**src/rtl/mips16_trace_capture_if.sv**
```systemverilog
// Trace stream interface between the trace capture block and its consumer.
//   trace_valid - head entry available (producer -> consumer)
//   trace_ready - consumer accepts the head entry (consumer -> producer)
//   trace_pc    - head entry program-counter field
//   trace_data  - head entry alu_result field
interface mips16_trace_capture_if #(
   parameter int DATA_W = 16
);
   logic              trace_valid;
   logic              trace_ready;
   logic [DATA_W-1:0] trace_pc;
   logic [DATA_W-1:0] trace_data;

   modport master (output trace_valid, trace_pc, trace_data, input  trace_ready);
   modport slave  (input  trace_valid, trace_pc, trace_data, output trace_ready);
endinterface

```
**src/rtl/mips16_trace_capture.sv**
```systemverilog
// Passive trace sink for the mips_16 core. Every time the observed program
// counter takes a new value (while cap_en is high) the {pc, alu_result} pair is
// pushed into a small FIFO, which drains over a valid/ready stream.
// Ports:
//   clk, reset      - clock, asynchronous active-high reset
//   cap_en          - level-sensitive capture enable
//   clear           - synchronous one-cycle flush (wins over push/pop)
//   pc_in, alu_in   - observed core outputs
//   trace           - stream master (trace_valid/ready/pc/data)
//   count           - occupancy, 0..DEPTH
//   overflow        - sticky, set when a capture was dropped on a full FIFO
//   drop_cnt        - saturating count of dropped captures
module mips16_trace_capture #(
   parameter int DATA_W = 16,
   parameter int DEPTH  = 8,
   parameter int ADDR_W = 3,
   parameter int DROP_W = 8
) (
   input  logic                   clk,
   input  logic                   reset,
   input  logic                   cap_en,
   input  logic                   clear,
   input  logic [DATA_W-1:0]      pc_in,
   input  logic [DATA_W-1:0]      alu_in,
   mips16_trace_capture_if.master trace,
   output logic [ADDR_W:0]        count,
   output logic                   overflow,
   output logic [DROP_W-1:0]      drop_cnt
);

   typedef struct packed {
      logic [DATA_W-1:0] pc;
      logic [DATA_W-1:0] alu;
   } entry_t;

   localparam logic [ADDR_W:0] CNT_ONE  = (ADDR_W+1)'(1);
   localparam logic [ADDR_W:0] CNT_FULL = (ADDR_W+1)'(DEPTH);

   entry_t            mem [DEPTH];
   logic [ADDR_W:0]   wr_ptr, rd_ptr;   // extra MSB tells full from empty
   logic [DATA_W-1:0] prev_pc;
   logic              seen;
   entry_t            head, head_nxt;

   logic              empty, full, capture, pop, push, drop;
   logic [ADDR_W-1:0] rd_nxt_idx;
   entry_t            new_entry;

   assign count      = wr_ptr - rd_ptr;
   assign empty      = (count == '0);
   assign full       = (count == CNT_FULL);
   assign capture    = cap_en && (!seen || pc_in != prev_pc);
   assign pop        = !empty && trace.trace_ready;
   // A full FIFO still accepts a capture when the head leaves on the same edge.
   assign push       = capture && (!full || pop);
   assign drop       = capture && full && !pop;
   assign rd_nxt_idx = rd_ptr[ADDR_W-1:0] + 1'b1;
   assign new_entry  = '{pc: pc_in, alu: alu_in};

   // trace_valid is decoded from the pointers only, so trace_ready never
   // reaches it combinationally.
   assign trace.trace_valid = !empty;
   assign trace.trace_pc    = head.pc;
   assign trace.trace_data  = head.alu;

   // Show-ahead head register: it holds the entry the next pop would deliver,
   // and keeps the last popped pair once the FIFO runs dry.
   always_comb begin
      // NOTE: default first so every path assigns head_nxt and no latch is inferred.
      head_nxt = head;
      if (pop) begin
         if (count != CNT_ONE) head_nxt = mem[rd_nxt_idx];
         else if (push)        head_nxt = new_entry;  // single entry replaced by the incoming one
      end else if (empty && push) begin
         head_nxt = new_entry;
      end
   end

   // NOTE: sequential state uses non-blocking assignments so every register
   // samples pre-edge values regardless of process ordering.
   always_ff @(posedge clk or posedge reset) begin
      if (reset) begin
         wr_ptr   <= '0;
         rd_ptr   <= '0;
         prev_pc  <= '0;
         seen     <= 1'b0;
         overflow <= 1'b0;
         drop_cnt <= '0;
         head     <= '0;
      end else if (clear) begin
         wr_ptr   <= '0;
         rd_ptr   <= '0;
         seen     <= 1'b0;
         overflow <= 1'b0;
         drop_cnt <= '0;
      end else begin
         head <= head_nxt;
         if (capture) begin
            prev_pc <= pc_in;
            seen    <= 1'b1;
         end
         if (push) wr_ptr <= wr_ptr + 1'b1;
         if (pop)  rd_ptr <= rd_ptr + 1'b1;
         if (drop) begin
            overflow <= 1'b1;
            if (drop_cnt != '1) drop_cnt <= drop_cnt + 1'b1;
         end
      end
   end

   // NOTE: the storage array has no reset; the pointers alone define which
   // slots are valid, so stale contents are never observed.
   always_ff @(posedge clk) begin
      if (push && !clear) mem[wr_ptr[ADDR_W-1:0]] <= new_entry;
   end

endmodule

```
**src/flat_wrapper.sv**
```systemverilog
// flat-port wrapper written by rule: the top's interface ports become plain ports
module mips16_trace_capture_flat 
#(
   parameter int DATA_W = 16,
   parameter int DEPTH  = 8,
   parameter int ADDR_W = 3,
   parameter int DROP_W = 8
)
  (clk, reset, cap_en, clear, pc_in, alu_in, count, overflow, drop_cnt, trace_trace_valid, trace_trace_pc, trace_trace_data, trace_trace_ready);
  mips16_trace_capture_if #(.DATA_W(DATA_W)) trace_i ();
  input  logic clk;
  input  logic reset;
  input  logic cap_en;
  input  logic clear;
  input  logic [DATA_W-1:0] pc_in;
  input  logic [DATA_W-1:0] alu_in;
  output logic [ADDR_W:0] count;
  output logic overflow;
  output logic [DROP_W-1:0] drop_cnt;
  output wire logic [$bits(trace_i.trace_valid)-1:0] trace_trace_valid;
  output wire logic [$bits(trace_i.trace_pc)-1:0] trace_trace_pc;
  output wire logic [$bits(trace_i.trace_data)-1:0] trace_trace_data;
  input wire logic [$bits(trace_i.trace_ready)-1:0] trace_trace_ready;
  assign trace_trace_valid = trace_i.trace_valid;
  assign trace_trace_pc = trace_i.trace_pc;
  assign trace_trace_data = trace_i.trace_data;
  assign trace_i.trace_ready = trace_trace_ready;
  mips16_trace_capture #(.DATA_W(DATA_W), .DEPTH(DEPTH), .ADDR_W(ADDR_W), .DROP_W(DROP_W)) u_core (.clk(clk), .reset(reset), .cap_en(cap_en), .clear(clear), .pc_in(pc_in), .alu_in(alu_in), .trace(trace_i), .count(count), .overflow(overflow), .drop_cnt(drop_cnt));
endmodule
```
**config.mk**
```make
export PLATFORM = sky130hd
export DESIGN_NAME = mips16_trace_capture_flat
export DESIGN_NICKNAME = d
export VERILOG_FILES = /design/src/rtl/mips16_trace_capture_if.sv /design/src/rtl/mips16_trace_capture.sv /design/src/flat_wrapper.sv
export SDC_FILE = /design/constraint.sdc
export NUM_CORES = 1
export LEC_CHECK = 0
export BUFFER_PORTS_ARGS = -buffer_cell sky130_fd_sc_hd__buf_4
export CORE_ASPECT_RATIO = 0.75
export CORE_MARGIN = 4
export CORE_UTILIZATION = 35
export DETAILED_ROUTE_END_ITERATION = 6
export GPL_ROUTABILITY_DRIVEN = 0
export GPL_TIMING_DRIVEN = 0
export PLACE_DENSITY = 0.54
export SKIP_LAST_GASP = 1
export SYNTH_ARGS = -nofsm -noshare
export SYNTH_HDL_FRONTEND = slang
export SYNTH_SLANG_ARGS = --single-unit
```
**constraint.sdc**
```tcl
create_clock -name clk -period 6.89 [get_ports clk]
set_clock_uncertainty 0.2 [all_clocks]
set_input_delay 0.3445 -clock clk [delete_from_list [all_inputs] [get_ports clk]]
set_output_delay 0.3445 -clock clk [all_outputs]
set_load 0.05 [all_outputs]
```
==> results of run 1 <==
-- Yosys cell counts (all sizes together) (2+ instances only) --
master | n | share of area [%]
clkbuf | 21 | 0.62
nand4 | 4 | 0.20
mux4 | 64 | 11
o21ai | 6 | 0.26
a221o | 32 | 2.5
nor4 | 4 | 0.20
nand3b | 2 | 0.12
nand2 | 71 | 2.1
o31ai | 5 | 0.29
inv | 11 | 0.32
xnor2 | 6 | 0.41
and3 | 5 | 0.28
edfxtp | 256 | 60
nor2 | 14 | 0.43
mux2 | 16 | 1.4
a21o | 2 | 0.12
xor2 | 20 | 1.4
buf | 16 | 0.80
ha | 6 | 0.59
dfrtp | 66 | 13
or3 | 3 | 0.15
or4 | 5 | 0.29
o21a | 3 | 0.18
a21oi | 41 | 1.6
nor3b | 2 | 0.12
nand3 | 7 | 0.27
nor3 | 8 | 0.31
-- how the worst max path moves through the flow --
stage / from / to
finish: pc_in[14] / u_core.mem[2][10]
global route: u_core.wr_ptr[0] / u_core.trace.trace_data[11]
CTS: pc_in[14] / u_core.mem[2][11]
detailed placement: u_core.wr_ptr[0] / u_core.mem[2][7]
global placement: pc_in[14] / u_core.mem[2][7]
floorplan: u_core.wr_ptr[0] / u_core.mem[2][0]
-- flip-flops by register name (all words and copies together), names as in the netlist --
name                     flops
u_core.drop_cnt              8
u_core.mem                 256
u_core.overflow              1
u_core.prev_pc              16
u_core.rd_ptr                4
u_core.seen                  1
u_core.trace.trace_data     16
u_core.trace.trace_pc       16
u_core.wr_ptr                4
-- power groups by stage --
stage / sequential [mW] / combinational [mW] / clock (mW)
2_1_floorplan: 2.67 / 1.22 / 0
3_3_place_gp: 2.40 / 2.11 / 0
3_5_place_dp: 2.40 / 2.15 / 0
4_1_cts: 2.36 / 2.17 / 1.83
5_1_grt: 2.37 / 2.30 / 1.91
6_report: 2.36 / 2.14 / 1.79
-- metrics by stage --
stage | power, mW | worst slack (ps)
floorplan | 3.89 | 1610
global placement | 4.52 | -948
global route | 6.59 | 2710
finish | 6.28 | 2880
CTS | 6.36 | 2890
detailed placement | 4.55 | 2950
-- kinds of logic after synthesis --
kind of cell	synth area share, %
and+or+nand+nor	4.56
xor gates and xnor gates	1.84
DFF	72.9
AOI/OAI and AO/OA	5.53
muxes	12.7
buffers and inverters	1.75
adders and majority gates	0.742
-- routing by layer --
layer  up-vias  global-route usage (%)  part of all wire (%)
li1       3198                       -                     -
met1      3778                    23.2                    48
met2       154                    24.0                    46
met3        35                    2.87                   4.6
met4         0                    3.24                   1.3
met5         -                       0                     0
-- cell type report --
| type | instances | share of cell area (%) |
|---|---|---|
| multi-input cells | 337 | 20.8 |
| clock inverters | 13 | 0.521 |
| plain buffers | 37 | 1.15 |
| inverters | 11 | 0.276 |
| well taps | 465 | 3.67 |
| repair buffers | 144 | 8.25 |
| clock buffers | 49 | 6.38 |
| flip-flops and latches | 322 | 58.9 |
-- timing repair --
item | in CTS | in global routing
endpoints found under the hold margin | 332 | 0
gates resized for setup | 0 | 0
setup endpoints to repair | 0 | 0
hold buffers | 34 | 0
-- tightest hold or removal path: cells and delay by family --
kind | cells | cell delay [ps]
buf+inv | 2 | 200
compound gates | 1 | 100
xor+xnor | 1 | 160
simple gates | 1 | 40
==> flow_results.org, run 1 <==
** Outcome
- The run finished with clean final reports.

** Clock network
- Latest clock arrival within the worst-skew pair :: 510 ps
- Number of H-tree levels :: 2
- Clock-pin slew was measured on the worst setup and hold paths at 60 ps.
- The number of setup buffers added after CTS is 0.
- Clock tree from TritonCTS :: done
- Counting the buffers created by CTS gives 34.
- TritonCTS sink count :: 322
- Number of buffers between clock root and the deepest sink :: 3
- Clk root buf :: sky130_fd_sc_hd__clkbuf_16

** Final layout
- Excluding fillers, the count of instances in the completed layout stands at 1378.
- Fraction of final layout cells with drive strength greater than 1 :: 27.2%
- In the final layout, flip-flops and latches occupy 9340 um^2.
- Summing all multi-input logic gate instances after layout gives 3300 um^2.
- Leading cell type in the layout, fill and taps excluded :: sky130_fd_sc_hd__edfxtp_1
- With fillers left out, the area of the finished cells amounts to 15800 um^2.
- The net count of the finished layout is 931.
- Filler Cells Inserted :: 3181
- Area delta synth->final :: 23.6%
- Most frequent cells in the layout :: 256 x sky130_fd_sc_hd__edfxtp_1, 84 x sky130_fd_sc_hd__buf_4, 71 x sky130_fd_sc_hd__nand2_1, 66 x sky130_fd_sc_hd__dfrtp_1, 64 x sky130_fd_sc_hd__mux4_2
- Antenna diode count :: 0
- Measured on the finished design, the core utilization comes to 44.0%.

** Placed design
- IO buf count :: 82
- In this run, placement finished with an instance count of 1282.
- Detailed placer's ending HPWL :: 20.7 mm
- In this run the cell area measured after placement is 14400 um^2.

** Logic synthesis
- After synthesis, the netlist uses 46 different library cells.
- Synth Net Count :: 751
- Netlist area before placement :: 12800 um^2
- In this run the mean area of a mapped cell was 18.1 um^2.
- After synthesis the netlist holds a flip-flop and latch count of 322.
- Of all flip-flops after synthesis, the portion carrying an async set or reset was 20.5%.
- YS warnings :: 0
- Sequential elements use 72.9% of the synthesized area.
- In this run, synthesis inferred 256 flip-flops with an integrated enable.
- Synthesized instance count :: 707
- Primary FF master, synth :: sky130_fd_sc_hd__edfxtp_1

** Setup path
- Number of stages on the worst setup path :: 12
- In this design, the stage delay of the slowest critical-path cell is 820 ps.
- Arrival time at the worst endpoint :: 4020 ps
- The endpoint identified for the worst register-to-register timing path is u_core.mem[2][10].
- On the critical path, the stage with the largest delay is an instance of sky130_fd_sc_hd__nor3b_2.
- Counting cells, the worst reg-to-reg path comes to 11.
- The worst setup path is launched from a primary input.
- Buffers & Inverters on Critical Path :: 6
- For the worst setup path, the data required time is 6900 ps.
- Internal reg-to-reg setup slack :: 2900 ps
- Cell with the most instances on the worst path :: sky130_fd_sc_hd__buf_6
- Worst setup path category :: primary input to flip-flop
- Along the worst path, the maximum fanout reaches 11.
- Worst setup EP type :: flip-flop
- Crit-path cells :: dlygate4sd3_1 -> buf_4 -> xor2_1 -> nor4_1 -> nand4_1 -> o211a_1 -> buf_6 -> buf_2 -> nand3b_1 -> nor3b_2 -> buf_6 -> buf_6
- The startpoint identified for the worst register-to-register timing path is u_core.wr_ptr[0].
- The cell family contributing the most delay on the critical path is buffers and inverters.

** Routing
- ANT nets after route :: 0
- After detailed routing, the number of remaining DRC violations is 0.
- The first detailed-routing pass ran for 5 iterations.
- Drt via density :: 5.20
- Wirelength per Cell :: 22.5 um
- Across all layers, the routed design uses 7165 vias.
- The routed design has 31.0 mm of wire.
- Violation count after the first detailed-routing iteration :: 517

** STA
- For the finished layout, the period the worst path requires is 4010 ps.
- Measured against its own limit, the worst slew margin works out to 31.0%.
- Setup violations remaining at the end of the flow were counted as 0.
- Hold is met by 168 ps.
- The number of hold violations in the final report was 0.
- The max-slew violation total from the final report is 0.
- Post-route setup TNS :: 0 ps
- Tightest Pin Transition :: 1030 ps
- Timing would allow up to 249 MHz.
- RSZ-0062 raised after global routing :: no
- After layout, the worst path uses 58.2% of the clock period.

** GRT
- The number of global-route vias before repair was 7393.
- Largest net degree at the start of global routing :: 40
- The first global-routing pass estimated 47.0 mm of wire.
- Combined global-route utilization of all metal layers :: 15.5%
- The initial antenna violation count is 0.
- The total overflow left after global routing is 0.

** Floorplan
- # rows :: 60
- Die outline height :: 174 um
- The region available for standard cell placement spans 36000 um^2.
- Number of top-level pins :: 83
- The initial utilization of the core area, before any placement, comes to 35.6%.
- The die is 229 um wide.
- Total die area :: 39800 um^2

** Run
- Across the run, the number of max-cap violations was 0.

** Power and ir drop
- Net Sw Frac :: 33.3%
- P_leak :: 5.61 nW
- IR analysis of the VDD net gives a maximum drop of 0.223 mV.
- For this design the total switching power over the nets is 2.09 mW.
- Clock share of power :: 28.4%
- P per Cell Area :: 396 nW/um^2
- Cell internal power dissipation :: 4.19 mW
- Sequential cells burn 37.5% of the power.
- Part of the total power dissipated in combinational logic :: 34.0%

** Hold path
- Hold path endpoint :: u_core.rd_ptr[0]
- Worst Hold Launch :: trace_trace_ready
- The worst hold path was traced through 5 stages.
- Tightest Hold Check Type :: primary input to flip-flop
Power figures use the tool's default switching activity.
==> run 2: changes to the inputs <==
- PLACE_DENSITY: 0.54 -> 0.56
- clock period: 6.89 -> 3.35 ns (I/O delays scaled with it)
==> flow_results.org, run 2 (synthesized netlist as in run 1, its figures left out) <==
** STA
- The worst slack on hold paths was 102 ps (was 168 ps).
- Final setup violation count :: 0 (unchanged)
- Tightest Pin Transition :: 930 ps (was 1030 ps)
- Remaining max-slew budget at the tightest pin :: 38.0% (was 31.0%)
- The max-slew violation total from the final report is 0 (unchanged).
- Crit path time final :: 3170 ps
- The final critical path takes up 94.6% of the cycle.
- Timing would allow up to 315 MHz.
- Count of final hold-check violations :: 0 (unchanged)
- RSZ-0062 raised after global routing :: no (unchanged)

** GRT
- The most utilized layer in the global route result was met2 (unchanged).
- The combined global-route utilization of all metal layers was 15.5% (about the same).
- First-pass GRT wire length :: 47.2 mm (was 47.0 mm)
- Initial antenna violation count :: 1 (was 0)
- The aggregate global routing overflow is 0 (unchanged).
- The met1 layer usage reported by global route is 23.4% (was 23.2%).
- The met3 capacity usage during global routing came to 3.07% (was 2.87%).
- The maximum number of pins on one net before global-route repair is 55 (was 40).
- Routing usage on met2 :: 23.5% (was 24.0%)
- The number of global-route vias before repair came to 7402 (was 7393).

** Floorplan
- # rows :: 60 (unchanged)
- Die extent in x :: 229 um (unchanged)
- Number of top-level pins :: 83 (unchanged)
- The starting utilization of the core area is 35.6% (unchanged).
- The area inside the core boundary came to 36000 um^2 (unchanged).
- The die height was 174 um (unchanged).
- Total die area :: 39800 um^2 (unchanged)

** Setup path
- Crit-path cells :: ha_1 -> clkbuf_1 -> clkbuf_1 -> mux4_2 -> nand2_1 -> a21oi_1 -> a221o_1 (was dlygate4sd3_1 -> buf_4 -> xor2_1 -> nor4_1 -> nand4_1 -> o211a_1 -> buf_6 -> buf_2 -> nand3b_1 -> nor3b_2 -> buf_6 -> buf_6)
- The endpoint required time on the critical path came to 3540 ps (was 6900 ps).
- The critical path endpoint category is a flip-flop (unchanged).
- The largest fanout on the critical path came to 10 (was 11).
- Delay of the slowest cell on the worst path :: 650 ps (was 820 ps)
- Worst setup path category :: flip-flop to flip-flop (was primary input to flip-flop)
- The count of cells along the worst register-to-register path came to 7 (was 11).
- The most prevalent standard cell on the critical path is sky130_fd_sc_hd__clkbuf_1 (was sky130_fd_sc_hd__buf_6).
- The data arrival time of the critical path came to 3360 ps (was 4020 ps).
- The cell with the largest stage delay on the worst path is sky130_fd_sc_hd__clkbuf_1 (was sky130_fd_sc_hd__nor3b_2).
- The startpoint kind of the worst setup timing path was a flip-flop (was primary input).

** Final layout
- The share of cells above drive strength 1 was 30.0% (was 27.2%).
- Flip-flop count of the largest register after layout :: 256 (unchanged)
- Area delta synth->final :: 26.5% (was 23.6%)
- Most frequent cells in the layout: 256 x sky130_fd_sc_hd__edfxtp_1, 98 x sky130_fd_sc_hd__buf_4, 71 x sky130_fd_sc_hd__nand2_1, 65 x sky130_fd_sc_hd__dfrtp_1, 64 x sky130_fd_sc_hd__mux4_2 (was 256 x sky130_fd_sc_hd__edfxtp_1, 84 x sky130_fd_sc_hd__buf_4, 71 x sky130_fd_sc_hd__nand2_1, 66 x sky130_fd_sc_hd__dfrtp_1, 64 x sky130_fd_sc_hd__mux4_2).
- The post-route non-filler standard cell count is 1387 (was 1378).
- The antenna diode instance count was 0 (unchanged).
- The post-layout instance area came to 16200 um^2 (was 15800 um^2).
- Number of nets in the final layout :: 941 (was 931)
- The most common library cell in the layout ignoring fill and taps was sky130_fd_sc_hd__edfxtp_1 (unchanged).
- The number of fillers in the final layout is 3160 (was 3181).

** Clock network
- Number of buffers between clock root and the deepest sink :: 3 (unchanged)
- The number of clock sinks is 322 (unchanged).
- The number of buffers inserted during clock tree synthesis came to 34 (unchanged).
- Latest clock arrival within the worst-skew pair :: 510 ps (about the same)
- Clock tree from TritonCTS :: done (unchanged)
- The clock root buffer was sky130_fd_sc_hd__clkbuf_16 (unchanged).
- The clock-pin slew on the worst setup and hold paths came to 60 ps (about the same).
- The depth of the CTS H-tree is 2 (unchanged).

** Placed design
- Detailed placer's ending HPWL :: 19.8 mm (was 20.7 mm)
- The cell area after placement was 14500 um^2 (was 14400 um^2).
- The number of buffers added on ports is 82 (unchanged).
- Cell total after placement :: 1270 (was 1282)

** Outcome
- Outcome: finished, final reports clean (unchanged).

** Routing
- The routed wirelength normalized by instance count was 22.0 um (was 22.5 um).
- The total length of routed wires was 30.5 mm (was 31.0 mm).
- The count of routing violations after the opening detailed-route iteration was 518 (was 517).
- Via count :: 7232 (was 7165)
- The number of vias per cell after detailed routing came to 5.21 (was 5.20).
- DRC viols :: 0 (unchanged)
- ANT nets after route :: 0 (unchanged)
- The first-pass iteration count of the detailed router was 7 (was 5).

** Hold path
- Worst hold path depth :: 3 (was 5)
- The type of the most critical hold path was primary input to flip-flop (unchanged).

** Power and ir drop
- The static leakage power came to 5.75 nW (was 5.61 nW).
- Design Power :: 13.1 mW (was 6.28 mW)
- P per Cell Area :: 806 nW/um^2 (was 396 nW/um^2)
- Worst IR Drop VDD :: 0.448 mV (was 0.223 mV)

** Run
- The total of max-cap violations is 0 (unchanged).
## run 2: where the power goes
group          total, mW  internal, mW  switching, mW
registers           4.84          4.66          0.180
logic               4.51          1.85           2.66
clock network       3.71          2.20           1.52
## run 2: worst paths after layout
path                                            endpoint  slack (ps)        startpoint
min in group asynchronous             u_core.drop_cnt[5]         530             reset
worst min register to register               u_core.seen         300       u_core.seen
max in group asynchronous              u_core.prev_pc[7]        1820             reset
worst max register to register  u_core.trace.trace_pc[8]         180  u_core.rd_ptr[0]
worst min-delay path                  u_core.drop_cnt[4]         100             clear
worst max-delay path            u_core.trace.trace_pc[8]         180  u_core.rd_ptr[0]
## run 2: what timing repair did
item / CTS / global route
hold buffers: 36 / 0
setup endpoints to repair: 232 / 75
setup buffers: 15 / 4
endpoints found under the hold margin: 381 / 0
pin swaps: 9 / 1
gates cloned: 1 / 0
gates resized for setup: 4 / 4
## run 2: per-layer routing
metal | part of all wire (%) | wire length, um
met5 | 0.043 | 13
met4 | 1.8 | 542
met3 | 5.4 | 1650
met2 | 45 | 13900
met1 | 47 | 14400
## run 2: through the flow
| stage | TNS (ps) | utilization [%] | setup slack [ps] |
|---|---|---|---|
| floorplan | -33840 | - | -271 |
| global placement | -252940 | 39.3 | -1110 |
| detailed placement | -55330 | 40.4 | -588 |
| CTS | 0 | 44.9 | 25.3 |
| global route | 0 | 45.0 | 52.6 |
| finish | 0 | 45.0 | 180 |
## run 2: cell type report
| class | instances | area [um^2] | area share (%) |
|---|---|---|---|
| Buffer | 37 | 186 | 1.15 |
| Clock buffer | 42 | 922 | 5.69 |
| Clock inverter | 19 | 178 | 1.10 |
| Inverter | 11 | 46.3 | 0.285 |
| Multi-Input combinational cell | 338 | 3410 | 21.1 |
| Sequential cell | 322 | 9340 | 57.6 |
| Tap cell | 465 | 582 | 3.59 |
| Timing Repair Buffer | 153 | 1550 | 9.54 |
## run 2: critical path, delay by kind of cell (launching register included)
| family | cells | cell delay (ps) |
|---|---|---|
| AOI/OAI and AO/OA | 2 | 410 |
| adders and majority gates | 1 | 330 |
| buffers and inverters | 2 | 1120 |
| DFF | 1 | 460 |
| muxes | 1 | 420 |
| and+or+nand+nor | 1 | 100 |
